==> config.mk <==
export PLATFORM = sky130hd
export DESIGN_NAME = pc_stack_unit
export DESIGN_NICKNAME = d
export VERILOG_FILES = /design/src/rtl/pc_stack_unit_pkg.sv /design/src/rtl/pc_stack_unit_ret_stack.sv /design/src/rtl/pc_stack_unit.sv
export SDC_FILE = /design/constraint.sdc
export NUM_CORES = 1
export LEC_CHECK = 0
export ABC_AREA = 1
export CAP_MARGIN = 20
export CORE_ASPECT_RATIO = 0.5
export CORE_MARGIN = 3
export CORE_UTILIZATION = 40
export CTS_BUF_LIST = sky130_fd_sc_hd__clkbuf_4 sky130_fd_sc_hd__clkbuf_8 sky130_fd_sc_hd__clkbuf_16
export DETAILED_ROUTE_END_ITERATION = 10
export SLEW_MARGIN = 25
export SYNTH_ARGS = -nofsm -noshare
export SYNTH_HDL_FRONTEND = slang
export SYNTH_HIERARCHICAL = 1
export SYNTH_SLANG_ARGS = --single-unit
export TNS_END_PERCENT = 5
==> constraint.sdc <==
create_clock -name clk -period 2.99 [get_ports clk]
set_input_delay 0.4485 -clock clk [delete_from_list [all_inputs] [get_ports clk]]
set_output_delay 0.4485 -clock clk [all_outputs]
set_load 0.02 [all_outputs]
==> src/rtl/pc_stack_unit_pkg.sv <==
// Shared constants for the program-counter / return-stack unit.
// Holds default widths, the occupancy-counter width rule and the reset vector.
package pc_stack_unit_pkg;

  localparam int          PC_W   = 8;
  localparam int          DEPTH  = 4;
  localparam int          CNT_W  = $clog2(DEPTH + 1);
  localparam int unsigned PC_RST = 0;

  // The counter must represent 0..depth inclusive, hence depth+1 states.
  function automatic int count_width(input int depth);
    return $clog2(depth + 1);
  endfunction

endpackage

==> src/rtl/pc_stack_unit_ret_stack.sv <==
// Return-address LIFO with an occupancy counter.
// The caller guarantees push and pop are never both requested in one cycle.
module ret_stack #(
  parameter int W     = pc_stack_unit_pkg::PC_W,
  parameter int DEPTH = pc_stack_unit_pkg::DEPTH,
  parameter int CW    = pc_stack_unit_pkg::count_width(DEPTH)
) (
  input  logic          clk,
  input  logic          rst_n,
  input  logic          push,
  input  logic          pop,
  input  logic [W-1:0]  wdata,
  output logic [W-1:0]  rdata,
  output logic          full,
  output logic          empty,
  output logic [CW-1:0] count
);

  localparam int AW = $clog2(DEPTH);

  logic [W-1:0]  mem [DEPTH];
  logic [AW-1:0] wr_idx;
  logic [AW-1:0] top_idx;

  // With DEPTH a power of two, the low bits of count address the next free slot.
  assign wr_idx  = count[AW-1:0];
  assign top_idx = AW'(count - CW'(1));
  assign rdata   = mem[top_idx];
  assign full    = (count == CW'(DEPTH));
  assign empty   = (count == '0);

  always_ff @(posedge clk or negedge rst_n) begin
    if (!rst_n) begin
      count <= '0;
    end else if (push && !full) begin
      count <= count + CW'(1);
    end else if (pop && !empty) begin
      count <= count - CW'(1);
    end
  end

  // NOTE: storage is deliberately not reset; clearing count alone hides stale entries.
  always_ff @(posedge clk) begin
    if (push && !full) begin
      mem[wr_idx] <= wdata;
    end
  end

endmodule

==> src/rtl/pc_stack_unit.sv <==
// Program counter with return-address stack: return > jump > increment,
// call = jump + push of pc+1, sticky overflow/underflow flag.
module pc_stack_unit #(
  parameter int PC_W  = pc_stack_unit_pkg::PC_W,
  parameter int DEPTH = pc_stack_unit_pkg::DEPTH
) (
  input  logic            clk,
  input  logic            rst_n,
  input  logic            en,
  input  logic            jump1,
  input  logic            jump2,
  input  logic            ret1,
  input  logic            push1,
  input  logic            push2,
  input  logic [PC_W-1:0] addr,
  output logic [PC_W-1:0] pc,
  output logic            stack_empty,
  output logic            stack_full,
  output logic            stack_err
);

  import pc_stack_unit_pkg::*;

  localparam int CW = count_width(DEPTH);

  logic            jmp;
  logic            psh;
  logic            do_push;
  logic            do_pop;
  logic            st_full;
  logic            st_empty;
  logic [CW-1:0]   count;
  logic [PC_W-1:0] pc_inc;
  logic [PC_W-1:0] top_data;
  logic [PC_W-1:0] pc_next;
  logic            err_next;

  assign jmp    = jump1 | jump2;
  assign psh    = push1 | push2;
  assign pc_inc = pc + PC_W'(1);

  // A return masks any simultaneous push; failed pushes/pops never reach the LIFO.
  assign do_pop  = en & ret1 & ~st_empty;
  assign do_push = en & ~ret1 & psh & ~st_full;

  ret_stack #(
    .W     (PC_W),
    .DEPTH (DEPTH),
    .CW    (CW)
  ) u_ret_stack (
    .clk   (clk),
    .rst_n (rst_n),
    .push  (do_push),
    .pop   (do_pop),
    .wdata (pc_inc),
    .rdata (top_data),
    .full  (st_full),
    .empty (st_empty),
    .count (count)
  );

  assign stack_empty = (count == '0);
  assign stack_full  = (count == CW'(DEPTH));

  // NOTE: every output gets a default first so no path through this block infers a latch.
  always_comb begin
    pc_next  = pc;
    err_next = stack_err;
    if (en) begin
      if (ret1) begin
        if (!st_empty) begin
          pc_next = top_data;
        end else begin
          pc_next  = pc_inc;
          err_next = 1'b1;
        end
      end else begin
        pc_next = jmp ? addr : pc_inc;
        if (psh && st_full) begin
          err_next = 1'b1;
        end
      end
    end
  end

  // NOTE: sequential state uses non-blocking assignments so all registers sample together.
  always_ff @(posedge clk or negedge rst_n) begin
    if (!rst_n) begin
      pc        <= PC_W'(PC_RST);
      stack_err <= 1'b0;
    end else begin
      pc        <= pc_next;
      stack_err <= err_next;
    end
  end

endmodule

==> flow_summary.yaml <==
floorplan:
  die_w_um: 117
  pin_count: 27
  start_util_pct: 43.0
  die_y_um: 61.4
  core_um2: 5710
  dieArea_um2: 7170
  rows: 19
worst_setup_path:
  max_stage_delay_ns: 0.45
  worstPathRequired_ns: 2.98
  critPathArrivalTime_ns: 2.47
  crit_slowest_cell: "dfrtp_1"
  startpoint_type: "flop"
  end_kind: "flop"
  timing.rr.end: "u_ret_stack/mem[0][4]"
  worstPathMaxFanout: 36
  startpoint: "u_ret_stack/count[0]"
  path_class: "flop to flop"
  reg2reg_slack_ns: 0.51
  crit_end: "u_ret_stack/mem[0][4]"
  path_cells: "inv_2, ha_1, nand2_1, inv_1, nor4_1, nand2_2, nor2_1, buf_4"
  rr_worst_depth: 8
  r2r-start: "u_ret_stack/count[0]"
timing:
  hold-worst-slack_ns: 0.470
  finalSetupViolations: 0
  rsz0062_at_grt: "no"
  max_slew_margin_pct: 54.3
  fin_skew_ns: 0.00483
  drv_slew: 0
  finalCritPeriodShare_pct: 82.9
  worstMarginPinSlew_ns: 0.683
  fin_tns_setup_ns: 0
  final-hold-violation-count: 0
  post-route-min-period_ns: 2.48
  fmax_mhz: 403
place:
  place_area_um2: 2760
  gp_congestion: 0.843
  hpwl_um: 4260
  port_buffers: 26
grt:
  antenna_found_initial: 0
  gr-total-overflow: 0
  grt_pass1_wl_um: 9070
  grt_pass1_vias: 1720
  grt_max_degree: 37
  grt_use_total_pct: 17.2
synth:
  synthArstFlopShare_pct: 27.3
  ys.flop_type: "edfxtp_1"
  synthCells: 275
  synth.distinct_cells: 29
  yosysWarningCount: 6
  ys_ff_latch: 44
  synth_edf_count: 32
  syn-num-nets: 298
  syn_avg_cell_area_um2: 8.92
  netlist_area_um2: 2450
  ys_seq_area_share_pct: 51.4
final_layout:
  drive_gt1_share_pct: 10.2
  nFillCells: 531
  utilization_pct: 51.6
  diodes: 0
  layout.nets: 327
  areaGrowthSynthToFinish_pct: 19.9
  fin_area_um2: 2940
routing:
  drc: 0
  num_vias: 1913
  viasPerCell: 5.06
  ant_nets: 0
  drt_iter0_drc: 98
  drtPass1Iterations: 4
  postRouteWirelength_um: 5830
  routedWlPerCell_um: 15.4
clocking:
  cts_tree: "built"
  ctsResizeCount: 0
  root_buffer: "clkbuf_16"
  clk-insertion-delay-late_ns: 0.28
  cts.htree.levels: 2
  hold_buffers: 0
  post_cts_buffers: 0
  clock_sinks: 44
  clk_pin_slew_ns: 0.06
  numCtsBuffers: 5
  clockBufferDepth: 2
power:
  vdd_drop_max_v: 0.000394
  leakagePower_nw: 1.29
  power_density_nw_per_um2: 1020
worst_hold_path:
  hold_class: "flop to flop"
  min_path_cells: 1
flow_run:
  drv_cap: 0
run_status:
  status: "finished, final reports clean"
-- where the power goes --
group	total (W)	internal [W]	leakage, nW	switching, W
sequential	0.000987	0.000857	0.424	0.000131
clock	0.000644	0.000418	0.0871	0.000226
combinational	0.00136	0.000468	0.779	0.000897
-- worst min path at each step --
stage                    from   endpoint  slack, ns
finish              stack_err  stack_err       0.47
global route        stack_err  stack_err       0.50
CTS                 stack_err  stack_err       0.47
detailed placement  stack_err  stack_err       0.46
global placement    stack_err  stack_err       0.45
floorplan               rst_n      pc[0]       0.15
-- state kept, by name, indices dropped and copies added (netlist names) --
name	flops
u_ret_stack/count	3
stack_err	1
pc	8
u_ret_stack/mem	32
-- layout make-up --
cell class,count,area [um2],area share [%]
Clock inverter,2,38.8,1.32
Clock buffer,6,139,4.72
Tap cell,73,91.3,3.11
Multi-Input combinational cell,176,932,31.7
Timing Repair Buffer,32,305,10.4
Inverter,45,174,5.91
Sequential cell,44,1260,42.9
-- cells in the final DEF (no fill, tap or decap), types with 2 or more instances in the layout --
cell              n
a21oi_1           7
a21oi_2           4
a31oi_1           2
and2_1            3
buf_4             6
clkbuf_16         5
clkdlybuf4s50_1  26
dfrtp_1          12
edfxtp_1         32
ha_1              7
inv_1            42
inv_2             2
nand2_1          72
nand2_2           4
nand3_1          19
nand4_1           3
nor2_1           24
nor2_2            2
nor2_4            2
o211ai_1         17
o21ai_0           2
o21bai_1          2
-- synthesized netlist by cell type (3+ instances only) --
library cell / instances / area [um2]
nor2_1: 24 / 90.1
and2_1: 3 / 18.8
buf_6: 5 / 56.3
nand2_1: 72 / 270
o211ai_1: 17 / 128
a21oi_1: 7 / 35.0
a21oi_2: 4 / 35.0
nand4_1: 3 / 18.8
ha_1: 7 / 87.6
nand3_1: 19 / 95.1
buf_2: 3 / 15.0
inv_1: 42 / 158
nand2_2: 4 / 25.0
edfxtp_1: 32 / 961
dfrtp_1: 12 / 300
-- worst max-delay path, delay by kind of cell (launching register included) --
family | cells | cell delay (ns)
simple gates | 4 | 0.95
buf+inv | 3 | 0.52
fa+ha+maj | 1 | 0.28
flops | 1 | 0.45
-- stage by stage --
| step | cells | setup slack (ns) | power [W] |
|---|---|---|---|
| final | 378 | 0.511 | 0.00300 |
| after global routing | 378 | 0.284 | 0.00321 |
| after CTS | 378 | 0.511 | 0.00301 |
| after detailed placement | 370 | 0.543 | 0.00235 |
| after global placement | 370 | 0.648 | 0.00234 |
| after floorplan | 275 | 0.661 | 0.00192 |
-- per-layer routing --
layer | global-route usage, % | vias up | wire length, um
li1 | - | 961 | -
met1 | 27.2 | 886 | 2950
met2 | 23.9 | 58 | 2420
met3 | 3.73 | 8 | 398
met4 | 4.25 | 0 | 62
met5 | 0 | - | 0
-- kinds of logic (layout without fill, tap and decap cells) --
| logic type | after synthesis | after routing | share of synthesized area (%) |
|---|---|---|---|
| simple gates | 133 | 133 | 24.1 |
| buf+inv | 55 | 85 | 10.6 |
| flops | 44 | 44 | 51.4 |
| compound gates | 35 | 35 | 9.94 |
| fa+ha+maj | 7 | 7 | 3.57 |
| xor+xnor | 1 | 1 | 0.357 |
Power figures use the tool's default switching activity.
